File: config.mk
export PLATFORM = sky130hd
export DESIGN_NAME = uart_tx
export DESIGN_NICKNAME = d
export VERILOG_FILES = /design/src/rtl/uart_tx.sv
export SDC_FILE = /design/constraint.sdc
export NUM_CORES = 1
export LEC_CHECK = 0
export ABC_AREA = 1
export CORE_ASPECT_RATIO = 1.75
export CORE_UTILIZATION = 40
export DETAILED_ROUTE_END_ITERATION = 10
export HOLD_SLACK_MARGIN = 0.03
export PLACE_DENSITY = 0.67
export SLEW_MARGIN = 20
export SYNTH_ARGS = -nofsm -noshare
export SYNTH_HDL_FRONTEND = slang
export SYNTH_SLANG_ARGS = --single-unit
File: constraint.sdc
create_clock -name clk -period 1.1 [get_ports clk]
set_input_delay 0.22 -clock clk [delete_from_list [all_inputs] [get_ports clk]]
set_output_delay 0.22 -clock clk [all_outputs]
set_load 0.005 [all_outputs]
File: src/rtl/uart_tx.sv
// -----------------------------------------------------------------------------
// uart_tx
//
// Serial UART transmitter. One clk cycle is one bit time (clk is the baud
// clock). A byte accepted in IDLE is framed as: start bit (0), DATA_WIDTH data
// bits LSB first, optional parity bit, stop bit (1). Only one frame is in
// flight at a time; requests that arrive while a frame is on the line are
// dropped.
//
// Ports
//   clk         in   1           baud-rate clock, rising edge
//   rst         in   1           synchronous reset, active high
//   P_DATA      in   DATA_WIDTH  byte to send, sampled on acceptance only
//   Data_Valid  in   1           send request (pulsed or held)
//   PAR_EN      in   1           1 = append a parity bit
//   PAR_TYP     in   1           0 = even parity, 1 = odd parity
//   TX_OUT      out  1           serial line, registered, idles high
//   Busy        out  1           registered, high while a frame is on the line
//
// state   | meaning
// --------+-------------------------------------------------------------
// IDLE    | line high, waiting for Data_Valid; accepts and latches a byte
// START   | start bit (0) for one bit time
// DATA    | data_q[bit_cnt], bit_cnt = 0 .. DATA_WIDTH-1
// PARITY  | latched parity bit for one bit time (only if latched PAR_EN)
// STOP    | stop bit (1) for one bit time; requests here are ignored
//
// TX_OUT and Busy are registered copies of the value decoded from the current
// state, so the line lags the state register by one cycle. That lag is what
// places the start bit one edge after acceptance and guarantees one idle-high
// bit between back-to-back frames.
// -----------------------------------------------------------------------------
module uart_tx #(
  parameter int DATA_WIDTH = 8
) (
  input  logic                  clk,
  input  logic                  rst,
  input  logic [DATA_WIDTH-1:0] P_DATA,
  input  logic                  Data_Valid,
  input  logic                  PAR_EN,
  input  logic                  PAR_TYP,
  output logic                  TX_OUT,
  output logic                  Busy
);

  localparam int CNT_W = (DATA_WIDTH > 1) ? $clog2(DATA_WIDTH) : 1;
  localparam logic [CNT_W-1:0] LAST_BIT = CNT_W'(DATA_WIDTH - 1);

  typedef enum logic [2:0] {
    S_IDLE   = 3'd0,
    S_START  = 3'd1,
    S_DATA   = 3'd2,
    S_PARITY = 3'd3,
    S_STOP   = 3'd4
  } state_t;

  state_t                state;
  state_t                state_nxt;
  logic [CNT_W-1:0]      bit_cnt;
  logic [DATA_WIDTH-1:0] data_q;
  logic                  par_bit_q;
  logic                  par_en_q;
  logic                  tx_nxt;
  logic                  busy_nxt;
  logic                  accept;

  assign accept = (state == S_IDLE) && Data_Valid;

  // ---------------------------------------------------------------------------
  // State register, frame registers and output flops
  // ---------------------------------------------------------------------------
  always_ff @(posedge clk) begin
    if (rst) begin
      state     <= S_IDLE;
      bit_cnt   <= '0;
      data_q    <= '0;
      par_bit_q <= 1'b0;
      par_en_q  <= 1'b0;
      TX_OUT    <= 1'b1;
      Busy      <= 1'b0;
    end else begin
      state  <= state_nxt;
      TX_OUT <= tx_nxt;
      Busy   <= busy_nxt;

      // Frame settings are frozen at acceptance; later input changes are
      // invisible to the frame in flight.
      if (accept) begin
        data_q    <= P_DATA;
        par_en_q  <= PAR_EN;
        par_bit_q <= (^P_DATA) ^ PAR_TYP;
      end

      // Held at zero outside DATA, so it is already cleared on entry.
      if (state == S_DATA) begin
        bit_cnt <= bit_cnt + 1'b1;
      end else begin
        bit_cnt <= '0;
      end
    end
  end

  // ---------------------------------------------------------------------------
  // Next-state logic
  // ---------------------------------------------------------------------------
  always_comb begin
    state_nxt = state;
    case (state)
      S_IDLE: begin
        if (Data_Valid) begin
          state_nxt = S_START;
        end
      end
      S_START: begin
        state_nxt = S_DATA;
      end
      S_DATA: begin
        if (bit_cnt == LAST_BIT) begin
          state_nxt = par_en_q ? S_PARITY : S_STOP;
        end
      end
      S_PARITY: begin
        state_nxt = S_STOP;
      end
      S_STOP: begin
        state_nxt = S_IDLE;
      end
      default: begin
        state_nxt = S_IDLE;
      end
    endcase
  end

  // ---------------------------------------------------------------------------
  // Output decode (registered into TX_OUT / Busy above)
  // ---------------------------------------------------------------------------
  always_comb begin
    tx_nxt   = 1'b1;
    busy_nxt = 1'b1;
    case (state)
      S_IDLE: begin
        tx_nxt   = 1'b1;
        busy_nxt = 1'b0;
      end
      S_START: begin
        tx_nxt = 1'b0;
      end
      S_DATA: begin
        tx_nxt = data_q[bit_cnt];
      end
      S_PARITY: begin
        tx_nxt = par_bit_q;
      end
      S_STOP: begin
        tx_nxt = 1'b1;
      end
      default: begin
        tx_nxt   = 1'b1;
        busy_nxt = 1'b0;
      end
    endcase
  end

endmodule

Word-level counts from Yosys, hierarchy flattened. Cells that the tools add are included.

Div/mod/pow operators: 0. Shifts and indexed selects: 0. Add/subtract/negate cells: 1. Eq/ne operators: 7. Multipliers: 0. Mux-type cells: 8. Reduce and logical (&&, ||, !) cells: 6. Bitwise logic cells: 2. Order comparisons: 1.

Operators with widths (number): 3-bit one-hot mux with 4 select lines (1); 3-bit 2-to-1 mux (3); 8-bit XOR reduction (1); 3-bit by 2-bit equality test with 1-bit output (second input constant) (2); 3-bit equality test (second input constant) (2); 3-bit by 4-bit < comparator with 1-bit output (second input constant) (1); 4-bit OR reduction (1); 3-bit by 1-bit adder with 3-bit output (second input constant) (1); 1-bit binary-select mux with 3-bit select (1); 3-bit by 1-bit equality test with 1-bit output (second input constant) (1); 3-bit logical NOT (1); 1-bit one-hot mux with 3 select lines (1); 1-bit 2-to-1 mux (2); 2-bit by 1-bit inequality test with 1-bit output (second input constant) (1); 2-bit inequality test (second input constant) (1); 2-bit AND reduction (1); 2-bit OR reduction (1); 1-bit logical AND (1); 1-bit inverter (1); 1-bit bitwise XOR (1).

Memory bits (writable): 0. Memory bits (read-only): 0. Bits in registers: 18. Input port bits: 13. Memories: 0. Bits in latches: 0.

Logic depth before layout (Yosys ltp). Gate-level depths: netlist (run 1).

Depth in word-level cells: 3. Gate-level depth with buffers: 10.

Worst setup path before layout (run 1). No wires, ideal clock.

Path type: reg2reg. Start point: reg state[0]. End point: reg par_en_q. Stages on the path, launching flop included: 8. Path buffers: 1. Period minus slack after synthesis: 1.048 ns. Library setup time: 0.117 ns. Path slack: 0.052 ns. Arrival time: 0.931 ns. Path through: dfxtp_1 nor2_2 nand2_2 inv_2 nand2_4 buf_6 o21ai_1 a21oi_1.

Word-level cells in the longest chain between the ends: 2.

Ends and longest elaborated chain: start: declaration (RTL line 57) `state_t state;`; start signal: assignment (RTL line 82) `state <= state_nxt;`; 3-bit logical NOT (RTL line 67) `assign accept = (state == S_IDLE) && Data_Valid;`; 1-bit logical AND (RTL line 67); end signal: assignment (RTL line 78) `par_en_q <= 1'b0;`; end signal: assignment (RTL line 90) `par_en_q <= PAR_EN;`; end: declaration (RTL line 62) `logic par_en_q;`.

No other way between the ends. A chain may end at the register's enable or synchronous reset.

Worst setup path in the final report (run 1). Same ends and word-level chain as after synthesis.

==> results of run 1 <==
==> cells in the final DEF (no fill, tap or decap) <==
master / count
dfxtp_4: 1
nand2_2: 2
nor3_1: 3
nor2_4: 2
dfxtp_2: 3
ha_2: 1
dfxtp_1: 14
o21a_1: 1
nor2_1: 11
nand3_1: 7
dlymetal6s2s_1: 1
buf_4: 15
buf_12: 2
o21ai_2: 2
clkdlybuf4s15_1: 2
nand4_1: 1
nand2_1: 28
o22ai_4: 1
nor3_2: 1
dlygate4sd2_1: 7
a21oi_1: 10
xor2_1: 1
inv_2: 2
o211ai_1: 4
a21oi_2: 1
inv_6: 1
clkdlybuf4s50_1: 4
nand2_4: 1
nand3_2: 1
o21ai_0: 6
xnor2_1: 2
ha_4: 1
o21ai_1: 4
inv_1: 23
clkbuf_4: 3
==> flip-flops by register name (all words and copies together) (netlist names) <==
register / flops
par_en_q: 1
state: 3
TX_OUT: 1
Busy: 1
bit_cnt: 3
par_bit_q: 1
data_q: 8
==> area by class of cell <==
class                      count  area [um2]
clock buffer                   3        22.5
fill                         205         818
inverter                      26         103
multi-input combinational     91         519
sequential                    18         368
tap                           24        30.0
timing repair buffer          31         287
==> worst max-delay path by stage <==
stage / end / slack (ns) / cells after the start
global route: par_en_q / -0.06 / 7
floorplan: par_en_q / 0.05 / 7
CTS: par_en_q / -0.03 / 7
global placement: par_bit_q / -0.37 / 10
detailed placement: par_bit_q / -0.41 / 10
finish: par_en_q / -0.0005 / 7
==> repair_timing <==
action / CTS / global route
endpoints found under the setup margin: 8 / 18
resized for setup: 16 / 19
buffers inserted: 0 / 2
pin swaps: 1 / 4
hold buffers: 0 / 0
==> routing by layer <==
| layer | wire length, um | part of all wire | vias up | GRT usage |
|---|---|---|---|---|
| li1 | - | - | 506 | - |
| met1 | 734 | 0.33 | 461 | 0.176 |
| met2 | 1370 | 0.62 | 18 | 0.390 |
| met3 | 46 | 0.021 | 5 | 0.0203 |
| met4 | 46 | 0.021 | 0 | 0.0905 |
| met5 | 0 | 0 | - | 0 |
==> power by group through the flow <==
stage,logic [mW],clock network [mW],registers [mW]
2_1_floorplan,0.618,0,0.939
3_3_place_gp,1.06,0,0.936
3_5_place_dp,1.09,0,0.944
4_1_cts,1.10,0.322,0.936
5_1_grt,1.43,0.350,0.974
6_report,1.30,0.317,0.957
==> cell families (layout without fill, tap and decap cells) <==
group,count (synthesis),count (layout),synth area share
AO/OA/AOI/OAI,29,29,0.171
flip-flops,18,18,0.388
buffers and inverters,28,60,0.123
adder cells (fa/ha/maj),2,2,0.0269
AND/OR/NAND/NOR,57,57,0.263
XOR/XNOR,3,3,0.0283
==> synthesized netlist by cell type, types with 2 or more instances <==
library cell and number:
o211ai_1 4, inv_1 24, xnor2_1 2, dfxtp_1 18
nand3_1 8, nor3_1 4, nand2_1 29, nor2_1 12
ha_1 2, o21ai_1 5, inv_2 2, o21ai_0 7
a21oi_1 11
==> worst min-delay path, cell delays in order <==
cell           delay, ns
dlygate4sd2_1       0.28
o21ai_0             0.11
a21oi_1             0.10
==> metrics.txt, run 1 <==
Max Cap Violations=0; Worst setup SP type=register; placed cells=188; critical path endpoint category=register; Die Wd=38.4 um; Final nets=186; Synth Instances=137; Mapped Area=928 um2; Vias/cell=5.13; hold path cells=3; routability cong.=0.754; synth top area cells=dfxtp_1, nand2_1, inv_1; root buf cell=clkbuf_4; crit path max fanout=7; Least-Margin Pin Slew=0.333 ns; EDFF count, synth=0; number of global-route vias before repair=901; initial core utilization=0.432; maximum number of pins on one net before global-route repair=11; Tcrit/Tclk final=1.00; # DRC=0; core area=2150 um2; fraction of layout cells with a size suffix above 1=0.237; internal cell power=1.61 mW; total power=2.58 mW; Chip Height=65.7 um; violated checks=negative setup slack; final hold vios=0; Crit Path Class=reg -> reg; IO buf count=14; final setup TNS=-0.000506 ns; r2r startpoint=state[0]; post-DR wirelength/cell=11.4 um; Worst slew margin=0.778; Overflow after GRT=0; post-synth net total=152; Switching Fraction=0.376; vias=990; clock share of power=0.123; io pins=15; fin cells=193; cells along the critical path=nor2_4, nand2_2, inv_2, nand2_4, buf_12, o21ai_2, a21oi_1; drt pass-1 iters=4; CTS tree=built; Seq pwr share=0.371; Hold WC Path Type=in -> reg; r2r worst-path depth=7; setup violators final=1; Fmax achieved=0.909 GHz; Clk pin slew, worst setup/hold paths=0.09 ns; post-route ant nets=0; hold slack=0.459 ns; DP Area=1220 um2; sink of the worst hold path=data_q[1]; PwrDens=1940 nW/um2; status=complete, but fails checks; Mean Syn Cell Area=6.78 um2; Design Area, Final=1330 um2; worst hold path startpoint=P_DATA[1]; Crit-path slowest cell=dfxtp_2; r2r setup slk=-0.0005 ns; ys flop type=dfxtp_1; Worst Path Required=1.29 ns; Cell variety after synth=22; Clock Skews=0.00231 ns; CP Buf/Inv Count=2; clk_lat worst skew=0.29 ns; H-Tree Depth=1; Crit. Startpoint=state[0]; worst path arrival time=1.29 ns; Synth warnings=0; P_leak=0.640 nW; TritonCTS sink count=18; ANT cells=0; Worst path top cell family by delay=flip-flops; setup ws final=-0.000506 ns; Switch Pwr=0.968 mW; share of the synthesized area in the top cell type=0.388; Seq cells post-synth=18; Async SR Flop Fraction=0; sequential area share after synthesis=0.388; Core Util, Final=0.619; wirelength, routed=2200 um; Gate power share=0.506; area leader, netlist=dfxtp_1; worst r2r dst=par_en_q; CP peak stage delay=0.34 ns; HPWL after detailed placement=1690 um; unrepaired setup endpoints after global routing=yes; 1st-iter DRT viols=14; VDD IR max=0.000790 V; Max Slew Vio Count=0; # rows=22; initial antenna violation count=0; global-route wire length before repair=3530 um; All-Layer GR Usage=0.195; cts bufs inserted=3; area grow syn2layout=43.1%; DP Worst Slack=-0.413 ns; minimum clock period=1.10 ns; Die ar.=2530 um2; clk buf depth=2
Power figures use the tool's default switching activity.
==> inputs of run 2 (changes only) <==
CTS_CLUSTER_SIZE = 25   (was not set)
==> results of run 2 <==
Same layout as run 1: the final DEF is identical, and so are final timing and power.
==> inputs of run 3 (changes only) <==
CAP_MARGIN = 20   (was not set)
PLACE_DENSITY = not set   (was 0.67)
PLACE_DENSITY_LB_ADDON = 0.05   (was not set)
==> metrics.txt, run 3 (synthesis results as in run 1) <==
HPWL after detailed placement=1690 um (-0.36%); placed cells=191 (+1.6%); multi-input logic area=520 um2 (+0.24%); Clk pin slew, worst setup/hold paths=0.10 ns (about the same); critical path endpoint category=register; post-DR wirelength/cell=10.6 um (-7.2%); initial antenna violation count=0 (unchanged); Clock Skews=0.000864 ns (-0.00144 ns); cells along the critical path=nor2_4, nand2_2, inv_4, nand2_8, buf_6, o21ai_2, a21oi_1; Fmax achieved=0.928 GHz (+2.1%); Worst setup SP type=register; register area=367 um2 (-0.34%); Die Wd=38.4 um (unchanged); Least-Margin Pin Slew=0.363 ns (+0.0295 ns); ANT cells=0 (unchanged); worst path arrival time=1.27 ns (-0.02 ns); PwrDens=1960 nW/um2 (+0.93%); setup violators final=0 (-1); number of global-route vias before repair=988 (+9.7%); H-Tree Depth=1 (unchanged); Crit Path Class=reg -> reg; Chip Height=65.7 um (unchanged); Crit-path slowest cell=dfxtp_2; post-route ant nets=0 (unchanged); 1st-iter DRT viols=26 (+12); root buf cell=clkbuf_4; initial core utilization=0.432 (unchanged); vias=964 (-2.6%); core area=2150 um2 (unchanged); top flop regs=data_q: 8 flops, bit_cnt: 3 flops, state: 3 flops; drt pass-1 iters=4 (unchanged); Max Cap Violations=0 (unchanged); Vias/cell=4.92 (-4.1%); P_leak=0.679 nW (+6.1%); Gate power share=0.494 (-0.012); global-route wire length before repair=3760 um (+6.5%); most common cell after layout, fill and taps aside=nand2_1; minimum clock period=1.08 ns (-0.0229 ns); fin cells=196 (+1.6%); Overflow after GRT=0 (unchanged); VDD IR max=0.000984 V (+25%); Switching Fraction=0.366 (-0.00966); Worst slew margin=0.758 (-0.0197); CTS tree=built; crit path max fanout=8 (+1); clk buf depth=2 (unchanged); total power=2.67 mW (+3.5%); IO buf count=14 (unchanged); max FFs per register=8 (unchanged); Max Slew Vio Count=0 (unchanged); final hold vios=0 (unchanged); fraction of layout cells with a size suffix above 1=0.273 (+0.0366); Hold WC Path Type=in -> reg; clk_lat worst skew=0.29 ns (about the same); # rows=22 (unchanged); wirelength, routed=2070 um (-5.7%); Die ar.=2530 um2 (unchanged); final setup TNS=0 ns (+0.000506 ns); Tcrit/Tclk final=0.980 (-0.0208); All-Layer GR Usage=0.198 (+0.00305); # DRC=0 (unchanged); TritonCTS sink count=18 (unchanged); routability cong.=0.699 (-7.4%); io pins=15 (unchanged); most frequent cells in the layout=nand2_1, inv_1, buf_4, dfxtp_1, nor2_1; CP peak stage delay=0.35 ns (about the same); cts bufs inserted=3 (unchanged); largest register by flop count=data_q; Worst Path Required=1.29 ns (about the same); filler cell count=210 (+2.4%); area grow syn2layout=46.8%; Final nets=188 (+1.1%); status=finished, final reports clean; clock share of power=0.151 (+0.028); Seq pwr share=0.355 (-0.016); internal cell power=1.69 mW (+5.1%); unrepaired setup endpoints after global routing=yes; Switch Pwr=0.976 mW (+0.83%); maximum number of pins on one net before global-route repair=11 (unchanged)
[run 3: repair_timing]
| item | in CTS | in global routing |
|---|---|---|
| pin swaps | 2 | 4 |
| buffers inserted | 0 | 1 |
| endpoints found under the hold margin | 0 | 0 |
| setup endpoints to repair | 7 | 19 |
| hold buffers | 0 | 0 |
| resized for setup | 14 | 30 |
[run 3: worst max-delay path, delay by kind of cell, from the launching register on]
kind	cells	cell delay (ns)
buf+inv	2	0.22
compound gates	2	0.14
flops	1	0.35
simple gates	3	0.27
[run 3: area by class of cell]
cell class	instances	area share
Multi-Input combinational cell	91	0.382
Sequential cell	18	0.269
Timing Repair Buffer	33	0.221
Inverter	26	0.0790
Clock buffer	4	0.0266
Tap cell	24	0.0220
[run 3: metal layers]
metal,wire [um],share of wire,track usage
met1,789,0.38,0.190
met2,1220,0.59,0.405
met3,50,0.024,0.0203
met4,13,0.0063,0.0517
met5,0,0,0
[run 3: power by group through the flow]
stage | Combinational [mW] | Clock [mW] | Sequential (mW)
final | 1.32 | 0.402 | 0.948
after global routing | 1.48 | 0.446 | 0.966
after CTS | 1.10 | 0.418 | 0.931
after detailed placement | 1.06 | 0 | 0.933
after global placement | 1.04 | 0 | 0.930
after floorplan | 0.618 | 0 | 0.939
[run 3: path summary, 6_finish.rpt]
check / startpoint / endpoint / slack, ns / depth (start not counted)
worst min-delay path: P_DATA[7] / data_q[7] / 0.31 / 3
worst max-delay path: state[0] / par_en_q / 0.02 / 7
worst max register to register: state[0] / par_en_q / 0.02 / 7
worst min register to register: data_q[5] / data_q[5] / 0.46 / 2
[run 3: per-stage QoR]
step / worst slack [ns] / utilization / hold WS (ns) / instance area, um2
final: 0.0224 / 0.635 / 0.310 / 1360
after global placement: -0.387 / 0.567 / 0.441 / 1220
after global routing: -0.0336 / 0.635 / 0.328 / 1360
after CTS: -0.0123 / 0.591 / 0.464 / 1270
after floorplan: 0.0521 / - / 0.289 / 928
after detailed placement: -0.407 / 0.567 / 0.452 / 1220
